## config.mk

```make
export PLATFORM = sky130hd
export DESIGN_NAME = spi_cfg_rx
export DESIGN_NICKNAME = d
export VERILOG_FILES = /design/src/rtl/spi_cfg_rx.sv
export SDC_FILE = /design/constraint.sdc
export NUM_CORES = 1
export LEC_CHECK = 0
export ABC_CLOCK_PERIOD_IN_PS = 1850
export BUFFER_PORTS_ARGS = -buffer_cell sky130_fd_sc_hd__buf_2
export CAP_MARGIN = 10
export CELL_PAD_IN_SITES_DETAIL_PLACEMENT = 0
export CELL_PAD_IN_SITES_GLOBAL_PLACEMENT = 2
export CORE_MARGIN = 2
export CORE_UTILIZATION = 32
export CTS_BUF_LIST = sky130_fd_sc_hd__clkbuf_16
export CTS_CLUSTER_DIAMETER = 200
export CTS_CLUSTER_SIZE = 14
export DETAILED_ROUTE_END_ITERATION = 12
export GPL_TIMING_DRIVEN = 1
export MAX_ROUTING_LAYER = met4
export PLACE_DENSITY_LB_ADDON = 0.1
export SETUP_SLACK_MARGIN = 0.15
export SLEW_MARGIN = 5
export SYNTH_ARGS = -nofsm -noshare
export SYNTH_HDL_FRONTEND = slang
export SYNTH_SLANG_ARGS = --single-unit
```

## constraint.sdc

```tcl
create_clock -name CLK -period 1.85 [get_ports CLK]
set_clock_uncertainty 0.05 [all_clocks]
set_input_delay 0.185 -clock CLK [delete_from_list [all_inputs] [get_ports CLK]]
set_output_delay 0.185 -clock CLK [all_outputs]
set_load 0.01 [all_outputs]
```

## src/rtl/spi_cfg_rx.sv

```systemverilog
// spi_cfg_rx: collects (delay, object ID) beats into an indexed configuration
// table. It tracks which objects have arrived and flags the frame complete
// once every object ID has been seen.
module spi_cfg_rx #(
  parameter int delay_length = 14,
  parameter int obj_id_width = 2,
  parameter int N_obj        = 4
) (
  input  logic                          CLK,
  input  logic                          reset,
  input  logic                          start,
  input  logic                          in_valid,
  input  logic [delay_length-1:0]       delay_matrix_element,
  input  logic [obj_id_width-1:0]       obj_id_element,
  output logic                          in_ready,
  output logic [N_obj*delay_length-1:0] cfg_delay,
  output logic [N_obj-1:0]              cfg_active,
  output logic                          cfg_valid,
  output logic                          done,
  output logic                          frm_err,
  input  logic [obj_id_width-1:0]       rd_id,
  output logic [delay_length-1:0]       rd_delay
);

  localparam logic [obj_id_width:0] ID_LIM = N_obj[obj_id_width:0];

  typedef enum logic [1:0] {S_IDLE, S_RECV, S_DONE} state_t;

  state_t                  r_state, w_state_nxt;
  logic [N_obj-1:0]        r_rx_mask, w_mask_nxt;
  logic [delay_length-1:0] r_table [N_obj];
  logic                    r_done, w_done_nxt;
  logic                    r_frm_err, w_frm_err_nxt;
  logic [delay_length-1:0] r_rd_delay;
  logic                    w_id_ok, w_rd_ok, w_wr;

  // State register
  always_ff @(posedge CLK or negedge reset) begin
    if (!reset) r_state <= S_IDLE;
    else        r_state <= w_state_nxt;
  end

  // Next state, receive mask, error flag and completion pulse
  always_comb begin
    w_state_nxt   = r_state;
    w_mask_nxt    = r_rx_mask;
    w_frm_err_nxt = r_frm_err;
    w_wr          = 1'b0;
    w_id_ok       = ({1'b0, obj_id_element} < ID_LIM);
    case (r_state)
      S_IDLE: begin
        if (start) begin
          w_state_nxt   = S_RECV;
          w_mask_nxt    = '0;
          w_frm_err_nxt = 1'b0;
        end
      end
      S_RECV: begin
        // start wins over a simultaneous beat; the beat is dropped
        if (start) begin
          w_mask_nxt    = '0;
          w_frm_err_nxt = 1'b0;
        end else if (in_valid) begin
          if (w_id_ok && !r_rx_mask[obj_id_element]) begin
            w_wr                       = 1'b1;
            w_mask_nxt[obj_id_element] = 1'b1;
            if (&w_mask_nxt) w_state_nxt = S_DONE;
          end else begin
            w_frm_err_nxt = 1'b1;
          end
        end
      end
      S_DONE: begin
        if (start) begin
          w_state_nxt   = S_RECV;
          w_mask_nxt    = '0;
          w_frm_err_nxt = 1'b0;
        end
      end
      default: w_state_nxt = S_IDLE;
    endcase
    w_done_nxt = (r_state == S_RECV) && (w_state_nxt == S_DONE);
  end

  // Mask, error flag and completion pulse registers
  always_ff @(posedge CLK or negedge reset) begin
    if (!reset) begin
      r_rx_mask <= '0;
      r_frm_err <= 1'b0;
      r_done    <= 1'b0;
    end else begin
      r_rx_mask <= w_mask_nxt;
      r_frm_err <= w_frm_err_nxt;
      r_done    <= w_done_nxt;
    end
  end

  // Configuration table; contents persist across frames until overwritten
  always_ff @(posedge CLK or negedge reset) begin
    if (!reset) begin
      for (int unsigned i = 0; i < N_obj; i++) r_table[i] <= '0;
    end else if (w_wr) begin
      r_table[obj_id_element] <= delay_matrix_element;
    end
  end

  assign w_rd_ok = ({1'b0, rd_id} < ID_LIM);

  // Registered read port; a same-edge write returns the old entry
  always_ff @(posedge CLK or negedge reset) begin
    if (!reset)       r_rd_delay <= '0;
    else if (w_rd_ok) r_rd_delay <= r_table[rd_id];
    else              r_rd_delay <= '0;
  end

  // Flattened table and per-object active flags (all-ones marks disabled)
  always_comb begin
    cfg_delay  = '0;
    cfg_active = '0;
    for (int unsigned i = 0; i < N_obj; i++) begin
      cfg_delay[i*delay_length +: delay_length] = r_table[i];
      cfg_active[i] = r_rx_mask[i] && (r_table[i] != '1);
    end
  end

  assign in_ready  = (r_state == S_RECV);
  assign cfg_valid = (r_state == S_DONE);
  assign done      = r_done;
  assign frm_err   = r_frm_err;
  assign rd_delay  = r_rd_delay;

endmodule

```

## Word-level counts from Yosys, hierarchy flattened

Index checks and enable logic that the tools add are counted.

| operators by class | value |
|---|---|
| order comparisons | 5 |
| equal/unequal tests | 11 |
| mux-type cells | 30 |
| bitwise operators | 3 |
| reductions and logical operators | 13 |

Operator list:

| operator | count |
|---|---|
| $bwmux 56 | 1 |
| $ne 14x14->1 const B | 4 |
| $mux 14 | 3 |
| $bmux 14 s2 | 1 |
| $demux 14 s2 | 1 |
| $mux 4 | 4 |
| $reduce_and 4->1 | 3 |
| $mux 1 | 10 |
| $mux 2 | 5 |
| $pmux 4 s2 | 1 |
| $logic_and 1x1->1 | 7 |
| $ge 3x3->1 const B | 2 |
| $ne 3x3->1 const B | 2 |
| $not 2->3 | 2 |
| $eq 2x2->1 const B | 2 |
| $or 4x4->4 | 1 |
| $pmux 2 s2 | 1 |
| $lt 2x3->1 const B | 1 |
| $lt 3x1->1 const B | 1 |
| $ne 3x2->1 const B | 1 |
| $bmux 1 s2 | 1 |
| $demux 1 s2 | 1 |
| $eq 2x1->1 const B | 1 |
| $ge 2x1->1 const B | 1 |
| other kinds (5) | 5 |

| word-level totals | value |
|---|---|
| register bits | 78 |
| output and inout bits | 78 |

## Depth between registers and ports, before layout

Gate-level depths: netlist (run 1).

| logic depth | value |
|---|---|
| depth after elaboration | 13 |
| gate-level depth with buffers | 7 |
| depth with buffers taken out | 4 |

## Worst setup path before layout (run 1)

Ideal clock, no wire load.

| path | value |
|---|---|
| path type | flip-flop to flip-flop |
| start point | reg r_state[0] |
| end point | reg r_table, in the netlist cfg_delay[45] |
| data arrival time | 1.604 ns |
| data required time | 1.675 ns |
| path slack | 0.071 ns |
| stages on the path, launching flop included | 7 |
| path buffers | 2 |
| cell sequence | dfrtp_1 -> nor2b_1 -> and2_2 -> and3_1 -> buf_6 -> buf_12 -> mux2_4 |

| between the ends | value |
|---|---|
| word-level cells in the longest chain between the ends | 2 |

RTL lines:

| what | line | text |
|---|---|---|
| start: declaration | 29 | `state_t r_state, w_state_nxt;` |
| start signal: assignment | 40 | `else r_state <= w_state_nxt;` |
| $eq 2x1->1 | n/a |  |
| via in_ready | 15 | `output logic in_ready,` |
| $mux 1 | 50 | `case (r_state)` |
| end signal: indexed assignment | 103 | `r_table[obj_id_element] <= delay_matrix_element;` |
| end: declaration | 31 | `logic [delay_length-1:0] r_table [N_obj];` |

The timed path passes the listed nets, and every way through them passes these cells.
A chain may end at the register's enable or synchronous reset.

## Final worst setup path (run 1)

| path | value |
|---|---|
| start point | reg r_state[1] |
| end point | reg r_table, in the netlist cfg_delay[21] |

| between the ends | value |
|---|---|
| word-level cells in the longest chain between the ends | 2 |

RTL lines:

| what | line |
|---|---|
| $eq 2x1->1 | 50 |
| $mux 1 | 50 |

Every way passes these cells.

==> results.md, run 1 <==
- Final Instance Count excl. Fillers: 526
- Worst setup SP type: register
- DPL Wire Length: 7170 um
- Number of cells produced by synthesis: approximately 220
- Cell area after synthesis: 3510 sq um
- Row count: 38
- Initial antenna violation count: 0
- Net total in the final layout: 403
- Vias in the first global route: 2561
- Outcome: finished clean
- Number of cells traversed by the worst register-to-register path: 5
- Largest net degree at the start of global routing: 38
- End of the critical path: cfg_delay[21]$_DFFE_PN0P_
- Syn_area_per_cell: 15.8 sq um
- End of the worst register-to-register path: cfg_delay[21]$_DFFE_PN0P_
- Sw Share: 29.3%
- Area growth, synth to finish: 43.9%
- Average vias per placed instance: a little under 5
- Yosys top cell by area: sky130_fd_sc_hd__dfrtp_1
- Core Area: 10700 sq um
- Post-synth EDFFs: 0
- Final period utilization: 94.7%
- TritonCTS Buffers: 9
- Worst-path clk slew: 0.06 ns
- Required arrival time at the worst endpoint: 2.02 ns
- PwrDens: about 1200 nW/um^2
- FFs w/ async S/R, synth: between 90% and 100%
- H-tree levels: 3
- Share of power burned in registers: 40.2%
- Number of diodes: 0
- Filler cells: ~1000
- Share of power burned in combinational logic: 28.0%
- Share of power burned in the clock network: about a third
- CP Depth: 5
- Post-synth top flop: sky130_fd_sc_hd__dfrtp_1
- Footprint of the multi-input gates: 1500 sq um
- Top post-synthesis cells by area: sky130_fd_sc_hd__dfrtp_1 56%, sky130_fd_sc_hd__mux2_2 12%, sky130_fd_sc_hd__mux4_2 9.0%
- Post-DR wirelength/cell: 19.6 um
- Ordered cell list for the critical path: or3b_4 > nor2_4 > and2_4 > clkbuf_16 > mux2_4
- CTS max path bufs: 2
- DRT Pass-1 Iters: 4
- Max stage delay cell, worst path: sky130_fd_sc_hd__or3b_4
- Worst Setup Path Type: reg2reg
- Vias after detailed routing: 2557
- Number of warnings issued by yosys: 0
- Final setup violation count: 0
- Detailed-route DRC error count: 0
- DIE WIDTH: 109 um
- Max Cap Violations: 0
- Clk sinks: 78
- Initial cell density of the core: 32.6%
- Clk root buf: sky130_fd_sc_hd__clkbuf_16
- Final weighted congestion in routability-driven placement: 0.694
- PnR Total Power: 6050 uW
- Part of the Yosys area used for sequential elements: 55.7%
- Total Wirelength: just over 10000 um
- Starting DRC count in detailed routing: 72
- Clock tree from TritonCTS: yes
- CP top delay family: simple AND/OR/NAND/NOR gates
- Reg-to-reg critical path startpoint: r_state[1]$_DFF_PN0_
- Top-count cell post-synth: sky130_fd_sc_hd__dfrtp_1
- Fraction of final layout cells sized beyond drive strength 1: between 60% and 70%
- Top-level I/O count: 100
- Overall routing resource usage: approximately 18%
- Top cell type's share of synthesized area: 55.7%
- Net load switching power: 1770 uW
- Number of instances in the placed design: 470
- Standby leakage power: 0.00242 uW
- R2R setup slack: slightly below 0.1 ns
- Distinct cell type count after synthesis: 36
- Final Hold Fails: 0
- Number of register bits inferred by synthesis: between 70 and 80
- Maximum fanout count along the critical path: 5
- Path class of the lowest-slack min-delay path: in2reg
- Max-Slew Margin vs Limit: 67.3%
- Max incr delay on CP: 0.41 ns
- RSZ-0062 raised after global routing: yes
- Total Die Area: 11800 sq um
- End-of-flow core utilization: 46.9%
- Crit path capture type: register
- Worst EP arrival: ~1.9 ns
- Int Pwr: 4270 uW
- Global-route wire length before repair: 15400 um
- Port Buffer Count: 99
- Overall overflow remaining after global route: 0
- Start point of the critical path: r_state[1]$_DFF_PN0_
- Time the final worst path needs with I/O delays and setup: 1.75 ns
- Die Y: 109 um
- Synth cell count leaders: 78 x sky130_fd_sc_hd__dfrtp_1, 38 x sky130_fd_sc_hd__mux2_2, 19 x sky130_fd_sc_hd__mux2_4
- Worst skew pair latency: around 0.33 ns
- Transition time at the pin with the least slew margin: 0.490 ns
- Max-slew violation count: 0
- Timing-limited maximum frequency: 571 MHz
- Synthesized netlist net count: 244
- Post-route ant nets: 0
- Register cell area after layout: 1960 sq um
- TNS Setup: 0 ns
- Worst voltage drop across the vdd grid: 0.508 mV
- Count of buffering cells on the critical path with inverters included: 1
==> metrics by stage <==
step / area, sq um / hold slack, ns / setup WS, ns
final: 5040 / 0.0854 / 0.0980
after CTS: 4860 / 0.0783 / 0.0822
after global placement: 4320 / 0.134 / 0.0467
after detailed placement: 4320 / 0.140 / 0.0254
after floorplan: 3510 / -0.161 / 0.103
after global routing: 5040 / 0.0875 / 0.0546
==> layer usage <==
metal | track usage [%] | routed length, um | up-vias
met2 | 28.6 | 5010 | 74
met5 | - | 0 | -
met4 | 4.67 | 127 | 0
met1 | 24.8 | 4680 | 1317
li1 | - | - | 1156
met3 | 4.12 | 479 | 10
==> registers in the layout, indices dropped and copies added, names as in the netlist <==
signal     count
r_state        2
frm_err        1
rd_delay      14
cfg_delay     56
done           1
r_rx_mask      4
==> power groups by stage <==
stage	clock network, uW	logic (uW)	registers, uW
finish	1920	1690	2430
global route	2040	1840	2490
CTS	1970	1600	2450
detailed placement	0	1360	2540
global placement	0	1350	2530
floorplan	0	564	2600
==> layout by cell type (no fill, tap or decap), types with 3 or more instances in the layout <==
cell,netlist,layout
sky130_fd_sc_hd__buf_2,1,98
sky130_fd_sc_hd__dfrtp_1,78,75
sky130_fd_sc_hd__buf_4,1,49
sky130_fd_sc_hd__mux2_2,38,33
sky130_fd_sc_hd__mux2_4,19,24
sky130_fd_sc_hd__mux4_2,14,14
sky130_fd_sc_hd__nand4_1,12,12
sky130_fd_sc_hd__nand2_1,10,10
sky130_fd_sc_hd__clkbuf_16,0,10
sky130_fd_sc_hd__buf_12,2,8
sky130_fd_sc_hd__mux2i_1,4,4
sky130_fd_sc_hd__inv_1,3,4
sky130_fd_sc_hd__o21ai_0,3,3
sky130_fd_sc_hd__nor2_1,4,3
sky130_fd_sc_hd__a21boi_0,3,3
sky130_fd_sc_hd__dfrtp_2,0,3
==> logic make-up after synthesis <==
family | Yosys count | synth area share, %
flip-flops | 78 | 55.7
multiplexers | 75 | 30.5
AO/OA/AOI/OAI | 15 | 3.46
buffers and inverters | 14 | 3.64
AND/OR/NAND/NOR | 40 | 6.75
==> how the worst min path moves through the flow <==
stage          cells after the start                        end  slack (ns)                     from
2_1_floorplan                      0   cfg_delay[0]$_DFFE_PN0P_       -0.16                    reset
3_5_place_dp                       1  cfg_delay[38]$_DFFE_PN0P_        0.14                    reset
6_report                           2  cfg_delay[16]$_DFFE_PN0P_        0.09  delay_matrix_element[2]
5_1_grt                            2  cfg_delay[47]$_DFFE_PN0P_        0.09  delay_matrix_element[5]
4_1_cts                            2  cfg_delay[16]$_DFFE_PN0P_        0.08  delay_matrix_element[2]
3_3_place_gp                       1  cfg_delay[38]$_DFFE_PN0P_        0.13                    reset
==> what timing repair did <==
action                     4_1_cts  5_1_grt
hold endpoints to repair        34        0
pin swaps                        8        8
hold buffers                     1        0
gates cloned                     0        1
setup endpoints to repair       32       52
gates resized for setup         14        7
setup buffers                   19       19
==> final cells by class <==
type | instances | area share, %
Clock buffer | 9 | 4.46
Clock inverter | 7 | 1.96
Inverter | 3 | 0.223
Multi-Input combinational cell | 130 | 29.8
Sequential cell | 78 | 38.8
Tap cell | 140 | 3.47
Timing Repair Buffer | 159 | 21.3
Note: power is estimated with default switching activity, not from simulation.
==> inputs of run 2 (changes only) <==
Settings changed: GPL_TIMING_DRIVEN 1 to not set, RECOVER_POWER set to 25.
==> run 2 against run 1 <==
  * Non-clock buffer count unchanged
  * Critical endpoint unchanged
  * Via count unchanged
  * Clock-buffer cell count stayed put
  * Die area did not move
  * Largest cell class unchanged
  * Critical path type unchanged
==> results.md, run 2 (synthesis results as in run 1) <==
- Outcome: finished clean
- Worst setup SP type: register
- Post-route ant nets: 0 (unchanged)
- Placed cell area: 4320 sq um (unchanged)
- Number of diodes: 0 (unchanged)
- End-of-flow core utilization: 46.9% (about the same)
- H-tree levels: 3 (unchanged)
- Final setup violation count: 0 (unchanged)
- PnR Total Power: 6050 uW (about the same)
- Max-Slew Margin vs Limit: 36.6% (-31 points)
- Worst-path clk slew: 0.06 ns (about the same)
- Path class of the lowest-slack min-delay path: in2reg
- Most heavily used metal layer in global routing: met2
- Port Buffer Count: 99 (unchanged)
- Met3 GRT Util: 4.12% (unchanged)
- Worst voltage drop across the vdd grid: 0.508 mV (about the same)
- Detailed-route DRC error count: 0 (unchanged)
- TritonCTS Buffers: 9 (unchanged)
- Grt met2 use: 28.6% (unchanged)
- Die Y: 109 um (unchanged)
- Overall overflow remaining after global route: 0 (unchanged)
- Worst Setup Path Type: reg2reg
- Top-level I/O count: 100 (unchanged)
- Required arrival time at the worst endpoint: 2.02 ns (about the same)
- Commonest cells after routing, fill and taps aside: 98 x sky130_fd_sc_hd__buf_2, 75 x sky130_fd_sc_hd__dfrtp_1, 48 x sky130_fd_sc_hd__buf_4
- Transition time at the pin with the least slew margin: 0.950 ns (+0.460 ns)
- Final Hold Fails: 0 (unchanged)
- Global-route wire length before repair: 15400 um (unchanged)
- Leading cell type in the layout, fill and taps excluded: sky130_fd_sc_hd__buf_2
- Worst skew pair latency: 0.33 ns (about the same)
- Final WS setup: 0.0980 ns (unchanged)
- Worst Setup Slack post-DPL: 0.0254 ns (unchanged)
- Core Area: 10700 sq um (unchanged)
- Largest net degree at the start of global routing: 38 (unchanged)
- Initial antenna violation count: 0 (unchanged)
- Vias after detailed routing: 2557 (unchanged)
- Clock tree from TritonCTS: yes
- DRT Pass-1 Iters: 4 (unchanged)
- Worst EP arrival: 1.92 ns (about the same)
- Starting DRC count in detailed routing: 72 (unchanged)
- Total Die Area: 11800 sq um (unchanged)
- Ordered cell list for the critical path: or3b_4 > nor2_4 > and2_4 > clkbuf_16 > mux2_4
- Max incr delay on CP: 0.41 ns (about the same)
- Crit path capture type: register
- Initial cell density of the core: 32.6% (unchanged)
- Clk sinks: 78 (unchanged)
- Standby leakage power: 0.00242 uW (about the same)
- Post-DR wirelength/cell: 19.6 um (about the same)
- CTS max path bufs: 2 (unchanged)
- Timing-limited maximum frequency: 571 MHz (unchanged)
- Clk root buf: sky130_fd_sc_hd__clkbuf_16
- Max FFs per register: 56 (unchanged)
- Average vias per placed instance: 4.86 (unchanged)
- Fraction of final layout cells sized beyond drive strength 1: 67.4% (unchanged)
- DIE WIDTH: 109 um (unchanged)
- Final Cell Area: 5040 sq um (about the same)
- Time the final worst path needs with I/O delays and setup: 1.75 ns (unchanged)
- RSZ-0062 raised after global routing: yes
- Row count: 38 (unchanged)
- Final weighted congestion in routability-driven placement: 0.694 (unchanged)
- Max-slew violation count: 0 (unchanged)
- Net total in the final layout: 403 (unchanged)
- Overall routing resource usage: 18.5% (unchanged)
- PwrDens: 1200 nW/um^2 (about the same)
- DPL Wire Length: 7170 um (unchanged)
- Vias in the first global route: 2561 (unchanged)
- Max stage delay cell, worst path: sky130_fd_sc_hd__or3b_4
- Area growth, synth to finish: 43.8% (about the same)
- Final period utilization: 94.7% (unchanged)
- GRT met1 Usage: 24.8% (unchanged)
- Total Wirelength: 10300 um (about the same)
- TNS Setup: 0 ns (unchanged)
- Max Cap Violations: 0 (unchanged)
- Maximum fanout count along the critical path: 5 (unchanged)
==> run 2: changes by cell type in the layout (fill, tap and decap cells not counted), sizes merged <==
cell    change
clkbuf      +1
buf         -1
==> run 2: final cells by class <==
| class | count | area (sq um) |
|---|---|---|
| well taps | 140 | 175 |
| inverters | 3 | 11.3 |
| multi-input cells | 130 | 1500 |
| clock inverters | 7 | 98.8 |
| clock buffers | 9 | 225 |
| fillers | 1012 | 5700 |
| flip-flops and latches | 78 | 1960 |
| repair buffers | 159 | 1070 |
==> run 2: metrics by stage <==
step	cells	hold WS, ns
CTS	506	0.0783
floorplan	222	-0.161
global placement	470	0.134
detailed placement	470	0.140
finish	526	0.0854
global route	526	0.0875
==> run 2: worst paths after layout <==
kind	from	endpoint	slack (ns)	depth (start not counted)
max	r_state[1]$_DFF_PN0_	cfg_delay[21]$_DFFE_PN0P_	0.1	5
min	delay_matrix_element[2]	cfg_delay[16]$_DFFE_PN0P_	0.09	2
max reg2reg	r_state[1]$_DFF_PN0_	cfg_delay[21]$_DFFE_PN0P_	0.1	5
min reg2reg	cfg_delay[23]$_DFFE_PN0P_	cfg_delay[23]$_DFFE_PN0P_	0.50	1
max in group asynchronous	reset	cfg_delay[45]$_DFFE_PN0P_	0.54	3
min in group asynchronous	reset	cfg_delay[52]$_DFFE_PN0P_	0.48	2
==> run 2: what timing repair did <==
action                     in CTS  in global routing
pin swaps                       8                  8
gates cloned                    0                  1
hold endpoints to repair       34                  0
setup endpoints to repair      32                 52
hold buffers                    1                  0
resized for setup              14                  7
buffers inserted               19                 19
==> run 2: worst max-delay path, delay by kind of cell (launching register included) <==
family | cells | cell delay, ns
flip-flops | 1 | 0.40
multiplexers | 1 | 0.29
buffers and inverters | 1 | 0.16
AND/OR/NAND/NOR | 3 | 0.73
==> run 2: where the power goes <==
group          switching, uW  leakage, uW  internal (uW)
Clock                    732     0.000155           1190
Sequential               327     0.000943           2110
Combinational            716      0.00132            977
==> run 2: per-layer routing <==
| metal | routed length [um] | up-vias |
|---|---|---|
| met1 | 4680 | 1317 |
| met3 | 479 | 10 |
| met5 | 0 | - |
| met4 | 127 | 0 |
| li1 | - | 1156 |
| met2 | 5010 | 74 |
==> inputs of run 3 (changes only) <==
Settings changed: PLACE_DENSITY_LB_ADDON 0.1 to 0.08.
==> run 3 against run 2 <==
  * Maximum frequency grew 1.3%
  * Wire length decreased by 0.39%
  * Die area did not move
  * First-iteration DRC count is 2.8% lower
  * Critical path type is now reg2out
  * Critical endpoint is now cfg_active[2]
  * Highest routed layer unchanged
==> results.md, run 3 (synthesis results as in run 1) <==
- Starting DRC count in detailed routing: 70 (-2.8%)
- Worst setup SP type: register
- Top-level I/O count: 100 (unchanged)
- Required arrival time at the worst endpoint: 1.62 ns (-0.40 ns)
- Max-Slew Margin vs Limit: 51.7% (+15 points)
- Timing-limited maximum frequency: 578 MHz (+1.3%)
- Worst-path clk slew: 0.06 ns (about the same)
- TNS Setup: 0 ns (unchanged)
- Final weighted congestion in routability-driven placement: 0.781 (+13%)
- Fraction of final layout cells sized beyond drive strength 1: 66.7% (-0.69 points)
- Leading cell type in the layout, fill and taps excluded: sky130_fd_sc_hd__buf_2
- Maximum fanout count along the critical path: 2 (-3)
- PwrDens: 1230 nW/um^2 (+2.7%)
- Initial cell density of the core: 32.6% (unchanged)
- End-of-flow core utilization: 46.8% (-0.081 points)
- Die Y: 109 um (unchanged)
- Number of cells traversed by the worst register-to-register path: 6 (+1)
- Worst EP arrival: 1.49 ns (-0.43 ns)
- Clk sinks: 78 (unchanged)
- Overall overflow remaining after global route: 0 (unchanged)
- Depth of the worst hold-timing path: 2 (unchanged)
- Transition time at the pin with the least slew margin: 0.724 ns (-0.226 ns)
- Vias after detailed routing: 2557 (unchanged)
- Largest net degree at the start of global routing: 30 (-21%)
- PnR Total Power: 6200 uW (+2.6%)
- Time the final worst path needs with I/O delays and setup: 1.73 ns (-0.0230 ns)
- Total Wirelength: 10300 um (-0.39%)
- End of the worst register-to-register path: cfg_delay[55]$_DFFE_PN0P_
- Detailed-route DRC error count: 0 (unchanged)
- Max-slew violation count: 0 (unchanged)
- H-tree levels: 3 (unchanged)
- Hold_sp: in_valid
- Path class of the lowest-slack min-delay path: in2reg
- Worst skew pair latency: 0.33 ns (about the same)
- Average vias per placed instance: 4.85 (-0.19%)
- Port Buffer Count: 99 (unchanged)
- RSZ-0062 raised after global routing: yes
- Worst voltage drop across the vdd grid: 0.496 mV (-2.3%)
- Reg-to-reg critical path startpoint: r_state[1]$_DFF_PN0_
- Post-DR wirelength/cell: 19.4 um (-0.58%)
- Overall routing resource usage: 18.9% (+0.42 points)
- Final Hold Fails: 0 (unchanged)
- Worst hold path endpoint: frm_err$_DFFE_PN0P_
- DIE WIDTH: 109 um (unchanged)
- Core Area: 10700 sq um (unchanged)
- Commonest cells after routing, fill and taps aside: 98 x sky130_fd_sc_hd__buf_2, 77 x sky130_fd_sc_hd__dfrtp_1, 50 x sky130_fd_sc_hd__buf_4
- Number of instances in the placed design: 468 (-0.43%)
- Net total in the final layout: 404 (+0.25%)
- Total Die Area: 11800 sq um (unchanged)
- Standby leakage power: 0.00242 uW (-0.17%)
- Max FFs per register: 56 (unchanged)
- DRT Pass-1 Iters: 4 (unchanged)
- Worst Setup Path Type: reg2out
- TritonCTS Buffers: 9 (unchanged)
- Clock tree from TritonCTS: yes
- Crit path capture type: output pin
- Final Instance Count excl. Fillers: 527 (+0.19%)
- Final setup violation count: 0 (unchanged)
- Area growth, synth to finish: 43.6%
- CTS max path bufs: 2 (unchanged)
- Start point of the critical path: cfg_delay[28]$_DFFE_PN0P_
- Number of diodes: 0 (unchanged)
- Outcome: finished clean
- Row count: 38 (unchanged)
- Global-route wire length before repair: 15800 um (+2.6%)
- R2R setup slack: 0.14 ns (+0.04 ns)
- DPL Wire Length: 7270 um (+1.5%)
- Vias in the first global route: 2686 (+4.9%)
- Final period utilization: 93.5% (-1.2 points)
- Clk root buf: sky130_fd_sc_hd__clkbuf_16
- Initial antenna violation count: 0 (unchanged)
- Post-route ant nets: 0 (unchanged)
- Max Cap Violations: 0 (unchanged)
==> run 3: layout make-up <==
type / count / area, sq um
Clock inverter: 7 / 114
Inverter: 3 / 11.3
Fill cell: 1057 / 5710
Multi-Input combinational cell: 130 / 1500
Sequential cell: 78 / 1950
Timing Repair Buffer: 160 / 1060
Tap cell: 140 / 175
Clock buffer: 9 / 225
==> run 3: per-layer routing <==
| layer | global-route usage [%] | part of all wire [%] | vias to the layer above |
|---|---|---|---|
| met1 | 25.7 | 46 | 1314 |
| li1 | - | - | 1163 |
| met4 | 5.59 | 1.1 | 0 |
| met3 | 3.65 | 4.4 | 11 |
| met5 | - | 0 | - |
| met2 | 28.9 | 49 | 69 |
==> run 3: worst max-delay path, stage by stage (launching register included) <==
cell,delay (ns)
sky130_fd_sc_hd__dfrtp_1,0.37
sky130_fd_sc_hd__nand4_1,0.22
sky130_fd_sc_hd__nor4_4,0.35
sky130_fd_sc_hd__nor2_1,0.08
sky130_fd_sc_hd__buf_2,0.14
==> run 3: timing repair <==
item | CTS | global route
pin swaps | 10 | 6
hold buffers | 1 | 0
buffers inserted | 28 | 13
hold endpoints to repair | 26 | 0
endpoints found under the setup margin | 32 | 35
gates cloned | 0 | 1
gates resized for setup | 10 | 14
==> run 3: power by group <==
| part | leakage (uW) | total [uW] | internal (uW) | switching, uW |
|---|---|---|---|---|
| sequential | 0.000946 | 2400 | 2100 | 290 |
| combinational | 0.00130 | 1780 | 1020 | 760 |
| clock | 0.000169 | 2020 | 1310 | 709 |
| total | 0.00242 | 6200 | 4440 | 1760 |
==> run 3: how the worst max path moves through the flow <==
stage / to / slack, ns
3_5_place_dp: cfg_delay[18]$_DFFE_PN0P_ / 0.05
3_3_place_gp: cfg_delay[16]$_DFFE_PN0P_ / 0.07
6_report: cfg_active[2] / 0.12
2_1_floorplan: cfg_delay[19]$_DFFE_PN0P_ / 0.10
5_1_grt: cfg_active[2] / 0.04
4_1_cts: cfg_active[2] / 0.12
==> run 3: per-stage QoR <==
| stage | instance area, sq um | hold WS [ns] | setup slack [ns] |
|---|---|---|---|
| floorplan | 3510 | -0.161 | 0.103 |
| global placement | 4270 | 0.0912 | 0.0719 |
| detailed placement | 4270 | 0.0805 | 0.0493 |
| CTS | 4870 | 0.0728 | 0.119 |
| global route | 5030 | 0.0767 | 0.0440 |
| finish | 5030 | 0.0788 | 0.121 |
